### config.mk
export PLATFORM = sky130hd
export DESIGN_NAME = nbit_accumulator
export DESIGN_NICKNAME = d
export VERILOG_FILES = /design/src/rtl/nbit_accumulator.sv
export SDC_FILE = /design/constraint.sdc
export NUM_CORES = 1
export LEC_CHECK = 0
export CAP_MARGIN = 20
export CORE_MARGIN = 5
export CORE_UTILIZATION = 30
export DETAILED_ROUTE_END_ITERATION = 10
export PLACE_DENSITY = 0.59
export RECOVER_POWER = 50
export SLEW_MARGIN = 20
export SYNTH_ARGS = -nofsm -noshare
export SYNTH_HDL_FRONTEND = slang
export SYNTH_SLANG_ARGS = --single-unit
### constraint.sdc
create_clock -name clk -period 2 [get_ports clk]
set_clock_uncertainty 0.2 [all_clocks]
set_input_delay 0.3 -clock clk [delete_from_list [all_inputs] [get_ports clk]]
set_output_delay 0.3 -clock clk [all_outputs]
set_load 0.01 [all_outputs]
### src/rtl/nbit_accumulator.sv
// ============================================================================
// Module   : nbit_accumulator
// Purpose  : Sums a frame of N-bit operands from a valid/ready stream into a
//            W = N+G bit accumulator and presents total, word count and a
//            sticky overflow flag on a held output handshake.
// Options  : ACC_SATURATE_EN - saturate the accumulator on carry out instead
//            of wrapping modulo 2^W.
// Revision : 1.0 - initial release
// ============================================================================
`default_nettype none

module nbit_accumulator #(
   parameter int N       = 4,
   parameter int G       = 4,
   parameter int MAX_LEN = 16,
   localparam int W      = N + G,
   localparam int CW     = $clog2(MAX_LEN + 1)
) (
   input  logic          clk,
   input  logic          rst,
   input  logic          in_valid,
   output logic          in_ready,
   input  logic [N-1:0]  in_data,
   input  logic          in_last,
   output logic          out_valid,
   input  logic          out_ready,
   output logic [W-1:0]  out_sum,
   output logic [CW-1:0] out_count,
   output logic          out_ovf
);

   localparam logic [CW-1:0] MAX_CNT = CW'(MAX_LEN);
   localparam logic [CW-1:0] ONE_CNT = CW'(1);

   typedef enum logic [1:0] {
      IDLE = 2'd0,
      ACC  = 2'd1,
      DONE = 2'd2
   } state_t;

   state_t          state_q, state_d;
   logic [W-1:0]    acc_q,   acc_d;
   logic [CW-1:0]   cnt_q,   cnt_d;
   logic            ovf_q,   ovf_d;
   logic [W-1:0]    sum_q,   sum_d;
   logic [CW-1:0]   count_q, count_d;
   logic            ovfo_q,  ovfo_d;

   logic            in_xfer;
   logic            frame_close;
   logic [W:0]      add_full;
   logic [W-1:0]    acc_add;
   logic [CW-1:0]   cnt_inc;

   assign in_ready  = (state_q != DONE);
   assign out_valid = (state_q == DONE);
   assign out_sum   = sum_q;
   assign out_count = count_q;
   assign out_ovf   = ovfo_q;

   assign in_xfer  = in_valid & in_ready;
   assign add_full = {1'b0, acc_q} + {{(G + 1){1'b0}}, in_data};
   assign cnt_inc  = cnt_q + ONE_CNT;

`ifdef ACC_SATURATE_EN
   // Once pinned at all-ones any non-zero addend carries again, so it stays there.
   assign acc_add = add_full[W] ? {W{1'b1}} : add_full[W-1:0];
`else
   assign acc_add = add_full[W-1:0];
`endif

   always_comb begin
      state_d     = state_q;
      acc_d       = acc_q;
      cnt_d       = cnt_q;
      ovf_d       = ovf_q;
      sum_d       = sum_q;
      count_d     = count_q;
      ovfo_d      = ovfo_q;
      frame_close = 1'b0;

      case (state_q)
         IDLE: begin
            if (in_xfer) begin
               acc_d = {{G{1'b0}}, in_data};
               cnt_d = ONE_CNT;
               ovf_d = 1'b0;
               if (in_last || (MAX_LEN == 1)) begin
                  frame_close = 1'b1;
               end else begin
                  state_d = ACC;
               end
            end
         end
         ACC: begin
            if (in_xfer) begin
               acc_d = acc_add;
               cnt_d = cnt_inc;
               ovf_d = ovf_q | add_full[W];
               if (in_last || (cnt_inc == MAX_CNT)) begin
                  frame_close = 1'b1;
               end
            end
         end
         DONE: begin
            if (out_ready) begin
               state_d = IDLE;
            end
         end
         default: begin
            state_d = IDLE;
         end
      endcase

      // Result registers capture the post-transfer totals so DONE shows them at once.
      if (frame_close) begin
         state_d = DONE;
         sum_d   = acc_d;
         count_d = cnt_d;
         ovfo_d  = ovf_d;
      end
   end

   always_ff @(posedge clk or posedge rst) begin
      if (rst) begin
         state_q <= IDLE;
         acc_q   <= '0;
         cnt_q   <= '0;
         ovf_q   <= 1'b0;
         sum_q   <= '0;
         count_q <= '0;
         ovfo_q  <= 1'b0;
      end else begin
         state_q <= state_d;
         acc_q   <= acc_d;
         cnt_q   <= cnt_d;
         ovf_q   <= ovf_d;
         sum_q   <= sum_d;
         count_q <= count_d;
         ovfo_q  <= ovfo_d;
      end
   end

endmodule

`default_nettype wire

==> impl_metrics.json <==
{
  "h-tree-depth": 2,
  "ant_nets": 0,
  "row_count": 26,
  "start_util_pct": 30.9,
  "drt-initial-drc-count": 44,
  "hold_path_end": "acc_q[2]",
  "gp_congestion": 0.764,
  "drv_slew": 0,
  "fmax_mhz": 474,
  "syn-instance-count": 137,
  "violations": "setup timing",
  "layoutNonFillerInstCount": 265,
  "r2r_slack_ns": -0.11,
  "antenna_found_initial": 0,
  "worst_slack_ns": -0.111,
  "cts-root-buf": "clkbuf_8",
  "p_leak_nw": 1.09,
  "hold_depth": 3,
  "slew_headroom_pct": 48.2,
  "yosys-top-cells-count": "30 x dfrtp_1, 14 x nand2_1, 8 x mux2_4",
  "synthTopCellsByArea": "dfrtp_1 48%, mux2_4 7.6%, ha_1 5.6%",
  "hold_viol_final": 0,
  "grt_pass1_wl_mm": 6.25,
  "ir_worst_vdd_uv": 378,
  "clk_path_buf_depth": 2,
  "reg2reg_depth": 7,
  "drc": 0,
  "synth_area_leader_cell": "dfrtp_1",
  "async_flop_share_pct": 100,
  "worst-path-buf-inv": 3,
  "fp.dieH_um": 82.5,
  "critPathRequiredTime_ns": 1.96,
  "drive_gt1_share_pct": 38.5,
  "cp.depth": 7,
  "die-width_um": 82.5,
  "hold_buffers": 0,
  "synth_edf_count": 0,
  "synth-seq-area-share_pct": 47.6,
  "cp-end-kind": "flop",
  "synth_top_area_share_pct": 47.6,
  "dpl_worst_slack_ns": -0.547,
  "clk_latency_ns": 0.28,
  "grt_max_degree": 31,
  "path_class": "flop to flop",
  "powerDensity_mw_per_mm2": 1040,
  "max_stage_delay_ns": 0.43,
  "core_area_mm2": 0.00511,
  "outcome": "finished with violations",
  "power_mw": 2.44,
  "whs_ns": 0.279,
  "drt_wl_total_mm": 3.81,
  "synth.distinct_cells": 45,
  "worstPathMaxFanout": 5,
  "syn_area_mm2": 0.00158,
  "numCtsBuffers": 5,
  "setup_tns_ns": -0.766,
  "dp_cells": 245,
  "area_growth_pct": 48.6,
  "yosys.cell_count.top_type": "dfrtp_1",
  "cts_tree": "built",
  "crit_chain": "ha_4 -> buf_4 -> a31o_1 -> a32o_2 -> buf_12 -> buf_16 -> mux2_4",
  "n_antenna_cell": 0,
  "viasPerCell": 4.69,
  "r2r_start": "cnt_q[0]",
  "firstDrtPassIters": 4,
  "worstMarginPinSlew_ns": 0.777,
  "fin_nets": 211,
  "ys_ff_latch": 30,
  "setup_viol": 15,
  "rsz0062_at_grt": "yes",
  "hp-class": "input pin to flop",
  "finalCritPeriodShare_pct": 106,
  "die_area_mm2": 0.00681,
  "gr-total-overflow": 0,
  "path_clk_slew_ns": 0.07,
  "synth-main-ff-cell": "dfrtp_1",
  "num_vias": 1243,
  "ys_warn_count": 0,
  "syn_nets": 154,
  "grt_usage_pct": 12.4,
  "hold_start": "in_data[2]",
  "start_kind": "flop",
  "post_drt_wl_per_cell_um": 14.4,
  "finalCriticalPeriod_ns": 2.11,
  "syn_area_per_cell_um2": 11.5,
  "cp_slowest_cell": "dfrtp_1",
  "port_buffers": 24,
  "maxCapViolations": 0,
  "io_pins": 25,
  "cts.sink_count": 30,
  "dp_hpwl_mm": 2.55,
  "arrival_ns": 2.08,
  "reg2reg_to": "out_sum[4]",
  "path_delay_family": "compound AO/OA/AOI/OAI gates",
  "grt_pass1_vias": 1348
}
-- logic make-up after synthesis --
family,after synthesis,share of synthesized area (%)
and+or+nand+nor,38,12.1
AOI/OAI and AO/OA,33,14.8
DFF,30,47.6
muxes,17,13.9
buffers and inverters,8,3.17
adders and majority gates,8,6.82
xor gates and xnor gates,3,1.67
-- worst max path at each step --
| stage | start | end | slack, ns |
|---|---|---|---|
| global route | cnt_q[0] | out_sum[5] | -0.15 |
| global placement | in_data[0] | out_sum[4] | -0.53 |
| finish | cnt_q[0] | out_sum[4] | -0.11 |
| floorplan | acc_q[0] | out_sum[4] | -0.06 |
| detailed placement | in_data[0] | out_sum[4] | -0.55 |
| CTS | acc_q[0] | out_sum[4] | -0.13 |
-- power breakdown --
| group | switching [mW] | internal, mW | total, mW |
|---|---|---|---|
| sequential | 0.126 | 0.752 | 0.878 |
| clock | 0.229 | 0.277 | 0.507 |
| combinational | 0.426 | 0.632 | 1.06 |
-- worst reg2reg max path, delay by kind of cell, from the launching register on --
kind                     cells  cell delay (ns)
multiplexers                 1             0.28
buffers and inverters        3             0.39
AO/OA/AOI/OAI                2             0.49
flip-flops                   1             0.43
adder cells (fa/ha/maj)      1             0.20
-- cell usage in the layout, fill, tap and decap left out, types with 4 or more instances in the layout --
cell,count
nor2_1,5
clkbuf_8,6
ha_4,4
a21oi_1,4
clkdlybuf4s50_1,18
nand2_1,12
buf_4,24
mux2_4,11
dfrtp_1,30
o21ai_0,6
nand2b_1,4
mux2_2,4
-- what timing repair did --
item / 4_1_cts / 5_1_grt
cloned: 1 / 0
endpoints found under the hold margin: 0 / 0
pin swaps: 10 / 11
setup endpoints to repair: 15 / 19
resized for setup: 18 / 10
setup buffers: 9 / 4
-- flip-flops by register name, indices dropped and copies added, names as in the netlist --
signal     cells
state_q        2
ovf_q          1
out_count      5
out_ovf        1
out_sum        8
acc_q          8
cnt_q          5
-- layout make-up --
type | count | area (um2)
Sequential cell | 30 | 751
Timing Repair Buffer | 54 | 508
Inverter | 4 | 15.0
Clock inverter | 1 | 5.00
Clock buffer | 7 | 86.3
Multi-Input combinational cell | 99 | 892
Fill cell | 482 | 2760
Tap cell | 70 | 87.6
-- layer usage --
layer,track usage (%),up-vias,wire length [um]
met2,20.3,24,1810
li1,-,610,-
met1,14.4,599,1740
met5,0,-,0
met3,4.12,10,152
met4,6.54,0,106
-- per-stage QoR --
step           util [%]  area (um2)
2_1_floorplan         -        1600
3_3_place_gp       39.9        2040
3_5_place_dp       39.9        2040
4_1_cts            44.9        2290
5_1_grt            45.9        2340
6_report           45.9        2340
(Power assumes the default switching activity.)
